[src/rtl/paralelo_serial_phytx_if.sv]
// ----------------------------------------------------------------------------
// paralelo_serial_phytx_if
// Bundles the byte-side handshake and the serial-side outputs of the PHY
// transmit serializer so that producer and serializer share one connection.
//
// Signals:
//   in_data    [7:0] byte offered by the producer
//   in_valid         in_data is valid
//   in_ready         serializer FIFO can take a byte (not full)
//   serial           registered serial line, MSB first
//   byte_start       pulse coincident with bit 7 of every transmitted byte
//   tx_is_data       high for the 8 bit-cycles of a FIFO data byte
//   sync_done        high once the post-reset comma burst is finished
//
// Modports:
//   master : producer / line observer side
//   slave  : serializer side
// ----------------------------------------------------------------------------
interface paralelo_serial_phytx_if;
    logic [7:0] in_data;
    logic       in_valid;
    logic       in_ready;
    logic       serial;
    logic       byte_start;
    logic       tx_is_data;
    logic       sync_done;

    modport master (
        output in_data,
        output in_valid,
        input  in_ready,
        input  serial,
        input  byte_start,
        input  tx_is_data,
        input  sync_done
    );

    modport slave (
        input  in_data,
        input  in_valid,
        output in_ready,
        output serial,
        output byte_start,
        output tx_is_data,
        output sync_done
    );
endinterface

[src/rtl/paralelo_serial_phytx.sv]
// ----------------------------------------------------------------------------
// paralelo_serial_phytx
// Transmit-side PHY serializer. Bytes are accepted over a valid/ready
// handshake into a small FIFO and shifted out MSB first, one bit per clk,
// back to back. When no data byte is available the comma symbol is sent.
// After reset a burst of SYNC_COMMAS commas is sent before any data so the
// receiver can lock its byte alignment.
//
// Optional build macro: PHYTX_PERIODIC_COMMA_EN
//   When defined, a comma is forced after every COMMA_PERIOD consecutive
//   data bytes even if the FIFO still holds data.
//
// Ports:
//   clk    : bit clock, one serial bit per rising edge
//   reset  : synchronous, active-high; aborts the current byte, empties FIFO
//   phy    : paralelo_serial_phytx_if.slave (handshake + serial outputs)
// ----------------------------------------------------------------------------
module paralelo_serial_phytx #(
    parameter int         DEPTH        = 4,
    parameter int         SYNC_COMMAS  = 4,
    parameter logic [7:0] COMMA        = 8'hBC,
    parameter int         COMMA_PERIOD = 16
) (
    input logic                    clk,
    input logic                    reset,
    paralelo_serial_phytx_if.slave phy
);
    localparam int PW = $clog2(DEPTH);
    localparam int SW = $clog2(SYNC_COMMAS + 1);

    localparam logic [PW:0]   DEPTH_CNT = (PW + 1)'(DEPTH);
    localparam logic [PW:0]   ONE_CNT   = (PW + 1)'(1);
    localparam logic [PW-1:0] ONE_PTR   = PW'(1);
    localparam logic [SW-1:0] LAST_SYNC = SW'(SYNC_COMMAS - 1);
    localparam logic [SW-1:0] ONE_SYNC  = SW'(1);
`ifdef PHYTX_PERIODIC_COMMA_EN
    localparam int            CW         = $clog2(COMMA_PERIOD + 1);
    localparam logic [CW-1:0] PERIOD_END = CW'(COMMA_PERIOD);
    localparam logic [CW-1:0] ONE_PER    = CW'(1);
`endif

    // Reject configurations the FIFO pointer arithmetic cannot support.
    generate
        if (DEPTH < 2 || (DEPTH & (DEPTH - 1)) != 0 || SYNC_COMMAS < 1 || COMMA_PERIOD < 1) begin : g_badParam
            $error("paralelo_serial_phytx: illegal parameter combination");
        end
    endgenerate

    typedef enum logic {
        SYNC,
        RUN
    } state_t;

    state_t        r_state;
    logic [7:0]    r_mem [DEPTH];
    logic [PW-1:0] r_wrPtr;
    logic [PW-1:0] r_rdPtr;
    logic [PW:0]   r_count;
    logic [7:0]    r_cur;
    logic          r_curIsData;
    logic [2:0]    r_bitCnt;
    logic [SW-1:0] r_syncCnt;
    logic          r_serial;
    logic          r_byteStart;
    logic          r_txIsData;
    logic          r_syncDone;
`ifdef PHYTX_PERIODIC_COMMA_EN
    logic [CW-1:0] r_periodCnt;
`endif

    logic w_full;
    logic w_empty;
    logic w_push;
    logic w_pop;
    logic w_boundary;
    logic w_runSel;
    logic w_forceComma;

    // Byte selection at a boundary. The boundary that ends the last sync
    // comma already follows the RUN rules, so exactly SYNC_COMMAS commas
    // precede the first data byte.
    always_comb begin
        w_full     = (r_count == DEPTH_CNT);
        w_empty    = (r_count == '0);
        w_push     = phy.in_valid && !w_full;
        w_boundary = (r_bitCnt == 3'd0);
        w_runSel   = (r_state == RUN) || (r_syncCnt == LAST_SYNC);
`ifdef PHYTX_PERIODIC_COMMA_EN
        w_forceComma = (r_periodCnt == PERIOD_END);
`else
        w_forceComma = 1'b0;
`endif
        w_pop = w_boundary && w_runSel && !w_empty && !w_forceComma;
    end

    // FIFO storage has no reset; stale entries are unreachable once the
    // pointers and occupancy are cleared.
    always_ff @(posedge clk) begin
        if (w_push) begin
            r_mem[r_wrPtr] <= phy.in_data;
        end
    end

    // Serializer, FIFO bookkeeping and SYNC/RUN sequencing.
    always_ff @(posedge clk) begin
        if (reset) begin
            r_state     <= SYNC;
            r_wrPtr     <= '0;
            r_rdPtr     <= '0;
            r_count     <= '0;
            r_cur       <= COMMA;
            r_curIsData <= 1'b0;
            r_bitCnt    <= 3'd7;
            r_syncCnt   <= '0;
            r_serial    <= 1'b0;
            r_byteStart <= 1'b0;
            r_txIsData  <= 1'b0;
            r_syncDone  <= 1'b0;
`ifdef PHYTX_PERIODIC_COMMA_EN
            r_periodCnt <= '0;
`endif
        end else begin
            r_serial    <= r_cur[r_bitCnt];
            r_byteStart <= (r_bitCnt == 3'd7);
            r_txIsData  <= r_curIsData;

            if (w_push) begin
                r_wrPtr <= r_wrPtr + ONE_PTR;
            end
            if (w_pop) begin
                r_rdPtr <= r_rdPtr + ONE_PTR;
            end
            if (w_push && !w_pop) begin
                r_count <= r_count + ONE_CNT;
            end else if (!w_push && w_pop) begin
                r_count <= r_count - ONE_CNT;
            end

            if (w_boundary) begin
                r_bitCnt <= 3'd7;
                if (w_pop) begin
                    r_cur       <= r_mem[r_rdPtr];
                    r_curIsData <= 1'b1;
                end else begin
                    r_cur       <= COMMA;
                    r_curIsData <= 1'b0;
                end
                if (r_state == SYNC) begin
                    r_syncCnt <= r_syncCnt + ONE_SYNC;
                    if (r_syncCnt == LAST_SYNC) begin
                        r_state    <= RUN;
                        r_syncDone <= 1'b1;
                    end
                end
`ifdef PHYTX_PERIODIC_COMMA_EN
                if (w_runSel) begin
                    if (w_pop) begin
                        r_periodCnt <= r_periodCnt + ONE_PER;
                    end else begin
                        r_periodCnt <= '0;
                    end
                end
`endif
            end else begin
                r_bitCnt <= r_bitCnt - 3'd1;
            end
        end
    end

    assign phy.in_ready   = !w_full;
    assign phy.serial     = r_serial;
    assign phy.byte_start = r_byteStart;
    assign phy.tx_is_data = r_txIsData;
    assign phy.sync_done  = r_syncDone;

endmodule

[src/flat_wrapper.sv]
// flat-port wrapper written by rule: the top's interface ports become plain ports
module paralelo_serial_phytx_flat 
#(
    parameter int         DEPTH        = 4,
    parameter int         SYNC_COMMAS  = 4,
    parameter logic [7:0] COMMA        = 8'hBC,
    parameter int         COMMA_PERIOD = 16
)
  (clk, reset, phy_in_data, phy_in_valid, phy_in_ready, phy_serial, phy_byte_start, phy_tx_is_data, phy_sync_done);
  paralelo_serial_phytx_if phy_i ();
  input logic clk;
  input logic reset;
  input wire logic [$bits(phy_i.in_data)-1:0] phy_in_data;
  input wire logic [$bits(phy_i.in_valid)-1:0] phy_in_valid;
  output wire logic [$bits(phy_i.in_ready)-1:0] phy_in_ready;
  output wire logic [$bits(phy_i.serial)-1:0] phy_serial;
  output wire logic [$bits(phy_i.byte_start)-1:0] phy_byte_start;
  output wire logic [$bits(phy_i.tx_is_data)-1:0] phy_tx_is_data;
  output wire logic [$bits(phy_i.sync_done)-1:0] phy_sync_done;
  assign phy_i.in_data = phy_in_data;
  assign phy_i.in_valid = phy_in_valid;
  assign phy_in_ready = phy_i.in_ready;
  assign phy_serial = phy_i.serial;
  assign phy_byte_start = phy_i.byte_start;
  assign phy_tx_is_data = phy_i.tx_is_data;
  assign phy_sync_done = phy_i.sync_done;
  paralelo_serial_phytx #(.DEPTH(DEPTH), .SYNC_COMMAS(SYNC_COMMAS), .COMMA(COMMA), .COMMA_PERIOD(COMMA_PERIOD)) u_core (.clk(clk), .reset(reset), .phy(phy_i));
endmodule
[config.mk]
export PLATFORM = sky130hd
export DESIGN_NAME = paralelo_serial_phytx_flat
export DESIGN_NICKNAME = d
export VERILOG_FILES = /design/src/rtl/paralelo_serial_phytx_if.sv /design/src/rtl/paralelo_serial_phytx.sv /design/src/flat_wrapper.sv
export SDC_FILE = /design/constraint.sdc
export NUM_CORES = 1
export LEC_CHECK = 0
export CAP_MARGIN = 30
export CORE_UTILIZATION = 50
export DETAILED_ROUTE_END_ITERATION = 10
export PLACE_DENSITY = 0.69
export SYNTH_ARGS = -nofsm -noshare
export SYNTH_HDL_FRONTEND = slang
export SYNTH_SLANG_ARGS = --single-unit
export TNS_END_PERCENT = 100
[constraint.sdc]
create_clock -name clk -period 2.9 [get_ports clk]
set_input_delay 0.29 -clock clk [delete_from_list [all_inputs] [get_ports clk]]
set_output_delay 0.29 -clock clk [all_outputs]
set_load 0.02 [all_outputs]
=== After elaboration in Yosys (flattened, before gate mapping) ===
Memory sizes are Yosys's and may differ from the RTL's. A register that Yosys moved wholly into a read port is not among the register bits.
Cells that the tools add are included.

* Flip-flop bits (word level): 27
* RAM bits: 32
* Input bits: 11
* Output and inout bits: 5
* Logic and storage cells: 52
* Memories: 1

{| class="wikitable"
|+ Memories
! memory !! depth !! width !! read ports !! clocked after Yosys merged registers in !! wr ports !! line !! source
|-
| u_core.r_mem || 4 || 8 || 1 || 1 || 1 || paralelo_serial_phytx.sv:55 || <nowiki>logic [7:0] r_mem [DEPTH];</nowiki>
|}

* Add/sub/neg operators: 6
* Order comparisons: 1
* Eq/ne operators: 3
* Multiplexer cells: 12
* Bitwise gates (word level): 1
* Reductions and logical operators: 16

{| class="wikitable"
|+ Operators with widths
! operator !! count
|-
| 8-bit two-way mux || 1
|-
| 3-bit by 1-bit adder with 3-bit output (second input constant) || 2
|-
| 3-bit equality test (second input constant) || 2
|-
| 3-bit logical NOT || 2
|-
| 1-bit two-way mux || 6
|-
| 3-bit two-way mux || 2
|-
| 3-bit by 1-bit subtractor with 3-bit output (second input constant) || 2
|-
| 1-bit logical AND || 5
|-
| 2-bit by 1-bit adder with 2-bit output (second input constant) || 2
|-
| 1-bit logical NOT || 4
|-
| 3-bit by 4-bit less-than comparator with 1-bit output (second input constant) || 1
|-
| 2-bit two-way mux || 2
|-
| 1-bit binary-select mux with 3-bit select || 1
|-
| 3-bit by 2-bit equality test with 1-bit output (second input constant) || 1
|-
| 3-bit AND reduction || 1
|-
| 2-bit AND reduction || 1
|-
| 2-bit nonzero test || 1
|-
| 2-bit OR reduction || 1
|-
| 1-bit logical OR || 1
|-
| 1-bit NOT || 1
|}

=== Longest topological paths before layout ===
* Depth after elaboration: 7
* Gate-level depth with buffers: 10
* Gate-level depth less buffers: 10

=== Least setup slack after synthesis ===
No wires, ideal clock.

* Kind: flip-flop to flip-flop
* Start point: register u_core.r_syncCnt[0]
* End point: register u_core.r_count[2]
* Arrival: 2,287 ps
* Required time: 2,829 ps
* Setup slack: 543 ps
* Cell stages (with the launch flop): 11
* Path buffers: 0
* Period minus slack after synthesis: 2,357 ps
* Cells stage by stage: dfxtp_1 -> ha_1 -> ha_1 -> nor2_1 -> or3_1 -> ha_1 -> inv_1 -> fa_1 -> xor2_1 -> or3_1 -> a21oi_1

* Word-level cells in the longest chain between the ends: 7
* Elaborated cells between the ends (all ways): 9
* Those cells by class: 1 x eq/ne; 1 x mux; 7 x reduce/logical

{| class="wikitable"
|+ RTL lines
! what !! line !! source
|-
| from (decl) || paralelo_serial_phytx.sv:62 || <nowiki>logic [SW-1:0] r_syncCnt;</nowiki>
|-
| from (signal assigned) || paralelo_serial_phytx.sv:149 || <nowiki>r_syncCnt <= r_syncCnt + ONE_SYNC;</nowiki>
|-
| 3-bit by 2-bit equality test with 1-bit output * || paralelo_serial_phytx.sv:87 || <nowiki>w_runSel = (r_state == RUN) || (r_syncCnt == LAST_SYNC);</nowiki>
|-
| 1-bit logical OR * || paralelo_serial_phytx.sv:87 ||
|-
| 1-bit logical AND * (2 in series) || paralelo_serial_phytx.sv:93 || <nowiki>w_pop = w_boundary && w_runSel && !w_empty && !w_forceComma;</nowiki>
|-
| 1-bit logical NOT || paralelo_serial_phytx.sv:133 || <nowiki>if (w_push && !w_pop) begin</nowiki>
|-
| 1-bit logical AND || paralelo_serial_phytx.sv:133 ||
|-
| 3-bit two-way mux or 2-bit nonzero test (tied branches) || -- ||
|-
| to (signal assigned) || paralelo_serial_phytx.sv:134 || <nowiki>r_count <= r_count + ONE_CNT;</nowiki>
|-
| to (signal assigned) || paralelo_serial_phytx.sv:136 || <nowiki>r_count <= r_count - ONE_CNT;</nowiki>
|-
| to (decl) || paralelo_serial_phytx.sv:58 || <nowiki>logic [PW:0] r_count;</nowiki>
|}

Every way passes the cells marked *; elsewhere a longest branch is shown, timed or not.
A chain may end at the register's enable or synchronous reset.

=== Worst setup path after layout ===
Same ends and word-level chain as after synthesis.

==> results.md <==
* Status: finished, violations left
* Failing checks: DRC
* # Post-CTS Setup Buffers at 0
* Share of cells above drive strength 1 at 0.157
* Clock buffer depth at 2
* Top cell type's share of synthesized area at 0.400
* CTS root buf: clkbuf_8
* LEAKAGE at 1.03 nW
* Area leader, netlist: edfxtp_1
* Core box area at 4470 µm²
* CP startpoint kind: register
* Final core utilization at 0.625
* # diodes at 0
* Tmin final at 2.61 ns
* Syn Inst Count at 164
* Grt ovf at 0
* Routed len/inst at 15.6 µm
* CP Max Fanout at 6
* Clock Skew at 0.00484 ns
* Post-synth EDFFs at 32
* Synth top area cells: edfxtp_1 40%, dfxtp_1 24%, mux4_2 8.4%
* Final Cycle Share at 0.901
* Area of the mapped netlist at 2400 µm²
* RSZ-0062 raised after global routing: no
* Hold Path Class: reg2reg
* Die area at 5090 µm²
* Tightest Pin Transition at 0.673 ns
* Synth async-reset ratio at 0
* I/O Pins at 16
* Vias in the first global route at 1393
* Post-DP Area at 2600 µm²
* Synthesized area per cell at 14.6 µm²
* Most frequent cells after synthesis: 32 x edfxtp_1, 29 x dfxtp_1, 10 x ha_1, 10 x nor2_1
* Die height at 71.3 µm
* F_max at 383 MHz
* Starting Density at 0.537
* Yosys reg bits at 61
* Worst reg2reg startpoint: u_core.r_syncCnt[0]
* Largest net degree at the start of global routing at 13
* Nets at 208
* Vias per cell at 5.58
* PostCTS Resize Cnt at 0
* Final non-filler cell total at 243
* R2R cell count at 10
* Detailed Route WL at 3.79 mm
* Worst setup startpoint: u_core.r_syncCnt[0]
* VDD IR max at 0.000386 V
* Pwr/cell area at 678 nW/µm²
* Worst hold stages at 1
* Syn_nets at 186
* Final ANT Viol Nets at 0
* Synth Warn # at 0
* First-pass detailed-route iteration total at 7
* Cell with the most instances after synthesis: edfxtp_1
* Ys flop type: edfxtp_1
* Tot Pwr at 0.00190 W
* Yosys cell types at 38
* Critical Path RT at 3.17 ns
* H-tree lvl count at 3
* Slew HR at 0.547
* Kind of critical path: reg2reg
* Initial antenna violation count at 0
* Design Area, Final at 2800 µm²
* CP arrival at 2.88 ns
* Vias at 1356
* Final HPWL DP at 2.57 mm
* Clk sink count at 61
* Sequential share of the synthesized area at 0.642
* Synthesis-to-layout area growth at 16.5%
* Iter 0 DRT Violations at 32
* Max_cap viols at 0
* Clock transition at path regs at 0.07 ns
* Hold Buf Count CTS at 0
* Global placement routability congestion at 0.683
* DRC at 3
* Setup Viol. Count Final at 0
* Hold_sp: u_core.r_bitCnt[0]
* Placed cell count at 227
* CTS tree: built
* Fin. Hold Viols at 0
* Worst setup EP type: register
* I/O Buffers at 15
* Die Wd at 71.3 µm
* First-pass GRT wire length at 6.29 mm
* Max Slew Vio Count at 0
* Setup TNS Final at 0 ns
* Skew-Pair Late Insertion Delay at 0.34 ns
* Overall routing resource usage at 0.173
* Row count at 24
* Clock buffer count from CTS at 9
-- cells by family (layout without fill, tap and decap cells) --
kind of cell / Yosys count / after routing / synth area share
mux: 13 / 13 / 0.102
buf+inv: 14 / 41 / 0.0255
compound gates: 25 / 25 / 0.0698
simple gates: 36 / 36 / 0.0859
flops: 61 / 61 / 0.642
xor+xnor: 4 / 4 / 0.0146
fa+ha+maj: 11 / 11 / 0.0604
-- placed cells by master, fill, tap and decap left out, types with 3 or more instances in the layout --
cell,instances
edfxtp_1,32
dfxtp_1,29
clkdlybuf4s50_1,15
nor2_1,10
ha_1,10
inv_1,9
mux4_2,9
clkbuf_8,9
a21oi_1,8
o22a_1,5
and3_1,4
nand2_1,4
o21ai_0,4
nor2b_1,3
a22o_1,3
clkinv_4,3
-- report_power, final --
group	total, W	internal, W	leakage (nW)	switching, W
sequential	0.000985	0.000959	0.529	0.0000261
combinational	0.000172	0.0000778	0.401	0.0000946
clock	0.000738	0.000398	0.0954	0.000340
total	0.00190	0.00143	1.03	0.000461
-- final timing paths --
kind | end | slack (ns)
hold reg to reg | u_core.r_bitCnt[0] | 0.42
hold / removal | u_core.r_bitCnt[0] | 0.42
setup / recovery | u_core.r_count[2] | 0.29
setup reg to reg | u_core.r_count[2] | 0.29
-- worst max-delay path, stage by stage (launching register included) --
cell and delay [ns]:
dfxtp_1 0.33, ha_1 0.21, ha_1 0.23, nor2_1 0.30, or3_1 0.18, ha_1 0.19
inv_1 0.07, fa_1 0.43, xor2_1 0.16, or3_1 0.30, a21oi_1 0.15
-- metrics by stage --
step,worst slack (ns),hold WS [ns]
5_1_grt,0.139,0.443
4_1_cts,0.308,0.423
6_report,0.288,0.423
3_5_place_dp,0.321,0.407
3_3_place_gp,0.459,0.397
2_1_floorplan,0.543,0.383
-- per-layer routing --
| layer | GRT usage | routed length [µm] | up-vias |
|---|---|---|---|
| met5 | 0 | 0 | - |
| met4 | 0.100 | 74 | 0 |
| met3 | 0.0605 | 137 | 8 |
| met2 | 0.275 | 1820 | 23 |
| met1 | 0.204 | 1760 | 668 |
| li1 | - | - | 657 |
-- flip-flops by register name, summed over array words and instances (netlist names), named ones only --
name                   count
u_core.phy.serial          1
u_core.phy.byte_start      1
u_core.r_count             3
u_core.r_syncCnt           3
u_core.r_cur               8
u_core.phy.tx_is_data      1
u_core.r_bitCnt            3
u_core.r_wrPtr             2
u_core.r_state             1
u_core.r_mem              32
u_core.r_curIsData         1
u_core.r_rdPtr             2
u_core.phy.sync_done       1
-- layout make-up --
class	count	area (µm²)
timing repair buffer	16	158
fill	340	1680
multi-input combinational	89	800
clock buffer	9	124
inverter	9	33.8
sequential	61	1540
clock inverter	7	76.3
tap	52	65.1
Note: power is estimated with default switching activity, not from simulation.
